===== config.mk =====
export PLATFORM = sky130hd
export DESIGN_NAME = exe_mem_skid_reg
export DESIGN_NICKNAME = d
export VERILOG_FILES = /design/src/rtl/arm_pipe_pkg.sv /design/src/rtl/pipe_entry_reg.sv /design/src/rtl/exe_mem_skid_reg.sv
export SDC_FILE = /design/constraint.sdc
export NUM_CORES = 1
export LEC_CHECK = 0
export CAP_MARGIN = 0
export CORE_UTILIZATION = 30
export DETAILED_ROUTE_END_ITERATION = 16
export SYNTH_ARGS = -nofsm -noshare
export SYNTH_HDL_FRONTEND = slang
export SYNTH_SLANG_ARGS = --single-unit

===== constraint.sdc =====
create_clock -name clk -period 1.96 [get_ports clk]
set_clock_uncertainty 0.2 [all_clocks]
set_input_delay 0.294 -clock clk [delete_from_list [all_inputs] [get_ports clk]]
set_output_delay 0.294 -clock clk [all_outputs]
set_load 0.03 [all_outputs]

===== src/rtl/arm_pipe_pkg.sv =====
// Shared EXE->MEM pipeline types: default widths, entry layout and
// the {skid_valid, main_valid} state codes of the elastic stage.
package arm_pipe_pkg;

    localparam int DATA_WIDTH_DEF = 32;
    localparam int DEST_WIDTH_DEF = 4;

    typedef struct packed {
        logic                      wb_en;
        logic                      mem_r_en;
        logic                      mem_w_en;
        logic [DATA_WIDTH_DEF-1:0] alu_result;
        logic [DATA_WIDTH_DEF-1:0] val_rm;
        logic [DEST_WIDTH_DEF-1:0] dest;
    } exe_mem_t;

    localparam logic [1:0] ST_EMPTY = 2'b00;
    localparam logic [1:0] ST_BUSY  = 2'b01;
    localparam logic [1:0] ST_FULL  = 2'b11;

endpackage


===== src/rtl/pipe_entry_reg.sv =====
// One held pipeline entry: load-enabled payload register plus valid bit.
// Clear drops only the valid bit; the payload is left stale.
module pipe_entry_reg
    import arm_pipe_pkg::*;
#(
    parameter type T = exe_mem_t
) (
    input  logic clk,
    input  logic rst_n,
    input  logic i_load,
    input  logic i_clear,
    input  T     i_data,
    output logic o_valid,
    output T     o_data
);

    logic r_valid;
    T     r_data;

    always_ff @(posedge clk or negedge rst_n) begin
        if (!rst_n) begin
            r_valid <= 1'b0;
            r_data  <= '0;
        end else if (i_clear) begin
            r_valid <= 1'b0;
        end else if (i_load) begin
            r_valid <= 1'b1;
            r_data  <= i_data;
        end
    end

    assign o_valid = r_valid;
    assign o_data  = r_data;

endmodule


===== src/rtl/exe_mem_skid_reg.sv =====
// EXE->MEM elastic stage: main + skid entry, so in_ready is a flop
// (!skid_valid) and never depends combinationally on out_ready.
module exe_mem_skid_reg
    import arm_pipe_pkg::*;
#(
    parameter int DATA_WIDTH = DATA_WIDTH_DEF,
    parameter int DEST_WIDTH = DEST_WIDTH_DEF
) (
    input  logic                  clk,
    input  logic                  rst_n,
    input  logic                  flush,
    input  logic                  in_valid,
    output logic                  in_ready,
    input  logic                  wb_en_in,
    input  logic                  mem_r_en_in,
    input  logic                  mem_w_en_in,
    input  logic [DATA_WIDTH-1:0] alu_result_in,
    input  logic [DATA_WIDTH-1:0] val_rm_in,
    input  logic [DEST_WIDTH-1:0] dest_in,
    output logic                  out_valid,
    input  logic                  out_ready,
    output logic                  wb_en,
    output logic                  mem_r_en,
    output logic                  mem_w_en,
    output logic [DATA_WIDTH-1:0] alu_result,
    output logic [DATA_WIDTH-1:0] val_rm,
    output logic [DEST_WIDTH-1:0] dest,
    output logic                  fwd_valid,
    output logic [DEST_WIDTH-1:0] fwd_dest,
    output logic [DATA_WIDTH-1:0] fwd_value
);

    typedef struct packed {
        logic                  wb_en;
        logic                  mem_r_en;
        logic                  mem_w_en;
        logic [DATA_WIDTH-1:0] alu_result;
        logic [DATA_WIDTH-1:0] val_rm;
        logic [DEST_WIDTH-1:0] dest;
    } entry_t;

    entry_t     w_in, w_main, w_skid, w_main_d;
    logic       w_main_valid, w_skid_valid;
    logic       w_main_load, w_main_clr, w_skid_load, w_skid_clr;
    logic       w_in_xfer, w_out_xfer;
    logic [1:0] w_state;

    assign w_in       = '{wb_en_in, mem_r_en_in, mem_w_en_in, alu_result_in, val_rm_in, dest_in};
    assign w_state    = {w_skid_valid, w_main_valid};
    assign in_ready   = !w_skid_valid;
    assign out_valid  = w_main_valid;
    assign w_in_xfer  = in_valid && in_ready;
    assign w_out_xfer = out_valid && out_ready;

    always_comb begin
        w_main_load = 1'b0;
        w_main_clr  = 1'b0;
        w_skid_load = 1'b0;
        w_skid_clr  = 1'b0;
        w_main_d    = w_in;
        if (flush) begin
            w_main_clr = 1'b1;
            w_skid_clr = 1'b1;
        end else begin
            case (w_state)
                ST_EMPTY: w_main_load = w_in_xfer;
                ST_BUSY: begin
                    if (w_in_xfer && w_out_xfer) w_main_load = 1'b1;
                    else if (w_in_xfer)          w_skid_load = 1'b1;
                    else if (w_out_xfer)         w_main_clr  = 1'b1;
                end
                // FULL, and the stray 10 code: promote skid once main frees up
                default: begin
                    if (w_out_xfer || !w_main_valid) begin
                        w_main_d    = w_skid;
                        w_main_load = 1'b1;
                        w_skid_clr  = 1'b1;
                    end
                end
            endcase
        end
    end

    pipe_entry_reg #(.T(entry_t)) u_main (
        .clk     (clk),
        .rst_n   (rst_n),
        .i_load  (w_main_load),
        .i_clear (w_main_clr),
        .i_data  (w_main_d),
        .o_valid (w_main_valid),
        .o_data  (w_main)
    );

    pipe_entry_reg #(.T(entry_t)) u_skid (
        .clk     (clk),
        .rst_n   (rst_n),
        .i_load  (w_skid_load),
        .i_clear (w_skid_clr),
        .i_data  (w_in),
        .o_valid (w_skid_valid),
        .o_data  (w_skid)
    );

    // Bubbles must never write memory or the register file.
    assign wb_en      = out_valid && w_main.wb_en;
    assign mem_r_en   = out_valid && w_main.mem_r_en;
    assign mem_w_en   = out_valid && w_main.mem_w_en;
    assign alu_result = w_main.alu_result;
    assign val_rm     = w_main.val_rm;
    assign dest       = w_main.dest;

    assign fwd_valid  = wb_en;
    assign fwd_dest   = w_main.dest;
    assign fwd_value  = w_main.alu_result;

endmodule


==> metrics.txt, run 1 <==
FILL cells 2394; Setup TNS 0 ns; #FFs+latches synth between 100 and 150; gpl congestion 0.735; layout cells sized above 1 around 45%; Vias/cell 4.23; Synth area leader dfrtp_1; ANT nets after route 0; port bufs 185; Die X 162 um; fin cells approximately 950; Final nets between 600 and 700; Root Buffer clkbuf_16; DIE AREA around 0.026 mm^2; Skew-Pair Late Insertion Delay 0.41 ns; Bufs on Longest Clock Path 2; Sw Ratio 30.1%; most frequent cells in the layout dfrtp_1, mux2_4, dlygate4sd2_1; Comb pwr share a little over a quarter; crit-path max FO 5; crit share post-route around 97%; worst hold path class in -> async; MaxCap Viol Count 0; RSZ-0062 raised after global routing yes; required time worst endpoint 1.47 ns; syn avg cell area 15.4 um^2; CP Capture Type primary output; Internal 7.07 mW; Setup CP Type reg -> out; final setup violation count 0; Max Fclk 523 MHz; Synth area leaders dfrtp_1, mux2_4, mux2_2, buf_4, buf_8; gr ovfl total 0; post-synth net total between 500 and 600; Post-Syn Area between 0.007 and 0.008 mm^2; critical path data arrival time ~1.4 ns; pwr/cell area 1030 mW/mm^2; multi-input logic area about 0.003 mm^2; Hold Violations, Final 0; Worst Max-Slew Pin Slew 0.422 ns; Cells after DPL between 900 and 1000; diode count 0; Leak Pwr roughly 4.7 nW; IR drop worst, VDD between 500 and 600 uV; Die Span Y between 150 and 200 um; Routed WL 14700 um; drt first pass iters 4; pins over their slew limit 0; detailed placement HPWL between 10000 and 15000 um; area share of the largest cell type after synthesis around 47%; flip-flop and latch area about 0.0036 mm^2; commonest non-fill, non-tap cell in the layout dfrtp_1; CTS tree done; vias in the first global route around 4400; TritonCTS buffer count 17; gr usage total between 10% and 20%; first-pass GRT wire length around 24000 um; Slew HR 71.8%; Initial Utilization between 30 and 40%; Vias 4010; Netlist cell types 16; warnings from Yosys 0; Final Power slightly above 10 mW; row count 58; CP startpoint kind register; sw power approximately 3.0 mW; htree depth 4; area delta synth->final 28.1%; Seq/Total Area, Yosys 47.2%; core area 0.0250 mm^2; hold_ws around 0.18 ns; sequential power share approximately two fifths; CTS clk-pin slew, worst paths ~0.060 ns; Routed WL per cell 15.5 um; initial antenna violation count 0; DR iter-0 viols ~130; largest net degree at the start of global routing 47; CTS sink cnt between 100 and 150; Clk pwr share about 33%; min cycle time layout 1.91 ns; status complete, no violations; remaining routing DRC violations 0; num ports around 190; Mapped Cells between 400 and 500
-- per-stage QoR --
step / setup slack, ns / cell area (um^2) / utilization, %
global route: -0.00625 / 9780 / 39.1
CTS: 0.000669 / 9760 / 39.0
detailed placement: -0.285 / 9270 / 37.0
floorplan: 0.00807 / 7630 / -
finish: 0.0497 / 9780 / 39.1
global placement: -0.268 / 9270 / 37.0
-- kinds of logic after synthesis --
group	Yosys count	share of synthesized area [%]
muxes	213	38.3
DFF	144	47.2
buffers and inverters	128	13.4
and+or+nand+nor	11	1.03
AOI/OAI and AO/OA	1	0.0655
-- layout make-up --
class	count	share of cell area, %
multi-input cells	225	30.9
repair buffers	217	21.7
well taps	330	4.22
clock buffers	20	4.67
clock inverters	11	1.59
inverters	1	0.0384
flip-flops and latches	144	36.9
-- flip-flops by register name (all words and copies together) (netlist names) --
signal / flops
u_main.o_data: 71
u_main.o_valid: 1
u_skid.o_valid: 1
u_skid.o_data: 71
-- final timing paths --
| path | startpoint | endpoint | slack, ns | cells past startpoint |
|---|---|---|---|---|
| hold reg to reg | u_skid.o_data[58]$_DFFE_PN0P_ | u_skid.o_data[58]$_DFFE_PN0P_ | 0.30 | 1 |
| max in group asynchronous | rst_n | u_skid.o_data[29]$_DFFE_PN0P_ | 0.77 | 3 |
| min in group clk | u_skid.o_data[58]$_DFFE_PN0P_ | u_skid.o_data[58]$_DFFE_PN0P_ | 0.30 | 1 |
| hold / removal | rst_n | u_skid.o_data[55]$_DFFE_PN0P_ | 0.18 | 2 |
| setup reg to reg | u_main.o_valid$_DFFE_PN0P_ | u_main.o_data[43]$_DFFE_PN0P_ | 0.10 | 5 |
| setup / recovery | u_main.o_valid$_DFFE_PN0P_ | fwd_valid | 0.05 | 3 |
-- synthesized netlist by cell type --
cell      instances
a21oi_1           1
and2_1            3
buf_2             7
buf_4           105
buf_6             8
buf_8             7
dfrtp_1         144
inv_1             1
mux2_2           73
mux2_4          140
nand2b_1          2
nand3_2           1
nor2_1            2
nor2b_2           1
nor3_1            1
nor3_4            1
-- power by group through the flow --
stage / Sequential, mW / Clock (mW) / Combinational (mW)
after floorplan: 3.93 / 0 / 2.42
after detailed placement: 4.07 / 0 / 3.03
after global placement: 4.04 / 0 / 2.99
after global routing: 4.09 / 3.64 / 2.88
after CTS: 4.02 / 3.50 / 2.77
final: 4.01 / 3.38 / 2.73
-- routing by layer --
layer	vias to the layer above	global-route usage [%]	part of all wire, %
li1	1838	-	-
met1	2052	14.4	44
met2	107	20.2	50
met3	13	3.08	4.2
met4	0	4.07	1.4
met5	-	0	0
-- critical path, cell delays in order, from the launching register on --
cell,delay (ns)
dfrtp_1,0.37
buf_4,0.14
and2_1,0.14
dlygate4sd2_1,0.35
-- what timing repair did --
item | 4_1_cts | 5_1_grt
resized for setup | 103 | 7
setup endpoints to repair | 103 | 9
endpoints found under the hold margin | 98 | 0
hold buffers | 1 | 0
buffers inserted | 0 | 0
Note: power is estimated with default switching activity, not from simulation.
==> run 2, diff against run 1 <==
--- a/config.mk
+++ b/config.mk
@@ -5,9 +5,10 @@
 export SDC_FILE = /design/constraint.sdc
 export NUM_CORES = 1
 export LEC_CHECK = 0
-export CAP_MARGIN = 0
+export CAP_MARGIN = 20
 export CORE_UTILIZATION = 30
 export DETAILED_ROUTE_END_ITERATION = 16
+export SKIP_CTS_REPAIR_TIMING = 1
 export SYNTH_ARGS = -nofsm -noshare
 export SYNTH_HDL_FRONTEND = slang
 export SYNTH_SLANG_ARGS = --single-unit
==> constraint.sdc (replaced) <==
create_clock -name clk -period 1.6 [get_ports clk]
set_clock_uncertainty 0.2 [all_clocks]
set_input_delay 0.24 -clock clk [delete_from_list [all_inputs] [get_ports clk]]
set_output_delay 0.24 -clock clk [all_outputs]
set_load 0.03 [all_outputs]
==> metrics.txt, run 2 (synthesized netlist as in run 1, its figures left out) <==
status finished, violations left; violated checks setup timing; first-pass GRT wire length 22800 um (-4.6%); pwr/cell area 1190 mW/mm^2 (+15%); DIE AREA 0.0261 mm^2 (unchanged); Worst path slowest cell dfrtp_2; crit-path max FO 9 (+4); most frequent cells in the layout dfrtp_1, mux2_4, dlymetal6s2s_1; final setup margin -0.176 ns (-0.225 ns); dpl ws -0.524 ns (-0.238 ns); Vias 4042 (+0.80%); Final nets 691 (+1.3%); Die Span Y 162 um (unchanged); port bufs 185 (unchanged); diode count 0 (unchanged); Area after DPL 0.00925 mm^2 (-0.15%); number of cells on the critical path 5 (+2); CP startpoint kind register; CTS tree done; fin cells 958 (+1.1%); Vias/cell 4.22 (-0.25%); Setup CP Type reg -> reg; Setup TNS -19.36 ns (-19.36 ns); drt first pass iters 4 (unchanged); gr ovfl total 0 (unchanged); htree depth 4 (unchanged); Max Fclk roughly 560 MHz; Die X 162 um (unchanged); required time worst endpoint 1.69 ns (+0.22 ns); Routed WL 16300 um (+11%); layout cells sized above 1 49.8% (+4.7 points); remaining routing DRC violations 0 (unchanged); min cycle time layout ~1.8 ns; CP Capture Type register; R2R Setup Slk -0.18 ns (-0.28 ns); worst path bufs/invs 2 (unchanged); critical path data arrival time 1.87 ns (+0.45 ns); Initial Utilization 30.5% (unchanged); largest net degree at the start of global routing 68 (+45%); final setup violation count 147 (+147); Leak Pwr 5.51 nW (+16%); Setup crit start u_skid.o_valid$_DFFE_PN0P_; num ports 186 (unchanged); Worst setup endpoint u_main.o_data[52]$_DFFE_PN0P_; Worst Max-Slew Pin Slew 0.384 ns (-0.0382 ns); IR drop worst, VDD 607 uV (+18%); Routed WL per cell 17.0 um (+9.5%); area delta synth->final 34.7%; reg-to-reg endpoint u_main.o_data[52]$_DFFE_PN0P_; Most common cell on crit path mux2_4; crit-path cells nand2b_4 -> buf_4 -> buf_16 -> mux2_4 -> mux2_4; Skew-Pair Late Insertion Delay 0.42 ns (about the same); TritonCTS buffer count 17 (unchanged); gr usage total 11.4% (-0.47 points); MaxCap Viol Count 0 (unchanged); initial antenna violation count 0 (unchanged); pins over their slew limit 0 (unchanged); commonest non-fill, non-tap cell in the layout dfrtp_1; ANT nets after route 0 (unchanged); CTS sink cnt 144 (unchanged); core area 0.0250 mm^2 (unchanged); fin area 0.0103 mm^2 (+5.2%); RSZ-0062 raised after global routing yes; r2r startpoint u_skid.o_valid$_DFFE_PN0P_; Cells after DPL 912 (-0.44%); detailed placement HPWL 10100 um (-3.8%); R2R depth 5 (unchanged); Root Buffer clkbuf_16; row count 58 (unchanged); CTS clk-pin slew, worst paths 0.07 ns (about the same); gpl congestion 0.697 (-5.1%); Slew HR 74.4% (+2.5 points); Largest stage delay, worst path 0.45 ns (+0.08 ns); Final Core Density 41.1% (+2.0 points); vias in the first global route 4160 (-5.1%); Bufs on Longest Clock Path 2 (unchanged); Worst path top cell family by delay multiplexers; worst hold path class in -> async; DR iter-0 viols 103 (-20%); crit share post-route 111%; Hold Violations, Final 0 (unchanged)
==> run 2: cell count changes in the layout (fill, tap and decap cells not counted), moves of 4 or more <==
cell,delta
clkbuf_16,+9
buf_4,-4
dlygate4sd2_1,-103
clkbuf_2,+13
buf_6,+6
dlymetal6s2s_1,+84
==> run 2: worst min-delay path by stage <==
stage,cells past startpoint,endpoint,start,slack [ns]
4_1_cts,1,u_main.o_data[48]$_DFFE_PN0P_,rst_n,-0.55
5_1_grt,2,u_main.o_data[48]$_DFFE_PN0P_,rst_n,0.05
6_report,2,u_main.o_data[48]$_DFFE_PN0P_,rst_n,0.04
3_5_place_dp,1,u_main.o_data[48]$_DFFE_PN0P_,rst_n,-0.09
3_3_place_gp,1,u_main.o_data[48]$_DFFE_PN0P_,rst_n,-0.1
2_1_floorplan,0,u_main.o_data[0]$_DFFE_PN0P_,rst_n,-0.26
==> run 2: per-stage QoR <==
stage          hold WS [ns]  power (mW)
2_1_floorplan        -0.256        7.79
3_3_place_gp        -0.0964        8.58
3_5_place_dp        -0.0928        8.69
4_1_cts              -0.551        12.5
5_1_grt              0.0483        12.8
6_report             0.0428        12.2
==> run 2: report_power, final <==
| part | internal (mW) | switching, mW |
|---|---|---|
| clock | 2.05 | 1.68 |
| combinational | 1.91 | 1.71 |
| sequential | 4.44 | 0.452 |
==> run 2: worst reg2reg max path, delay by kind of cell (launching register included) <==
family,cells,cell delay [ns]
buffers and inverters,2,0.30
DFF,1,0.45
muxes,2,0.57
and+or+nand+nor,1,0.13
==> run 2: layout make-up <==
type | instances | area [um^2]
fill | 2265 | 14800
sequential | 144 | 3610
multi-input combinational | 225 | 3040
timing repair buffer | 226 | 2680
clock buffer | 19 | 443
tap | 330 | 413
clock inverter | 13 | 103
inverter | 1 | 3.75
==> run 2: routing by layer <==
metal / vias up / track usage, % / part of all wire (%) / wire length (um)
li1: 1854 / - / - / -
met1: 2072 / 13.5 / 43 / 7000
met5: - / 0 / 0 / 0
met3: 9 / 3.80 / 5.9 / 960
met2: 107 / 18.9 / 50 / 8140
met4: 0 / 4.25 / 1.0 / 170
==> run 3, diff against run 2 <==
--- a/config.mk
+++ b/config.mk
@@ -9,6 +9,7 @@
 export CORE_UTILIZATION = 30
 export DETAILED_ROUTE_END_ITERATION = 16
 export SKIP_CTS_REPAIR_TIMING = 1
+export SLEW_MARGIN = 15
 export SYNTH_ARGS = -nofsm -noshare
 export SYNTH_HDL_FRONTEND = slang
 export SYNTH_SLANG_ARGS = --single-unit
==> results of run 3 <==
No change in the layout: final DEF, timing and power equal those of run 2.
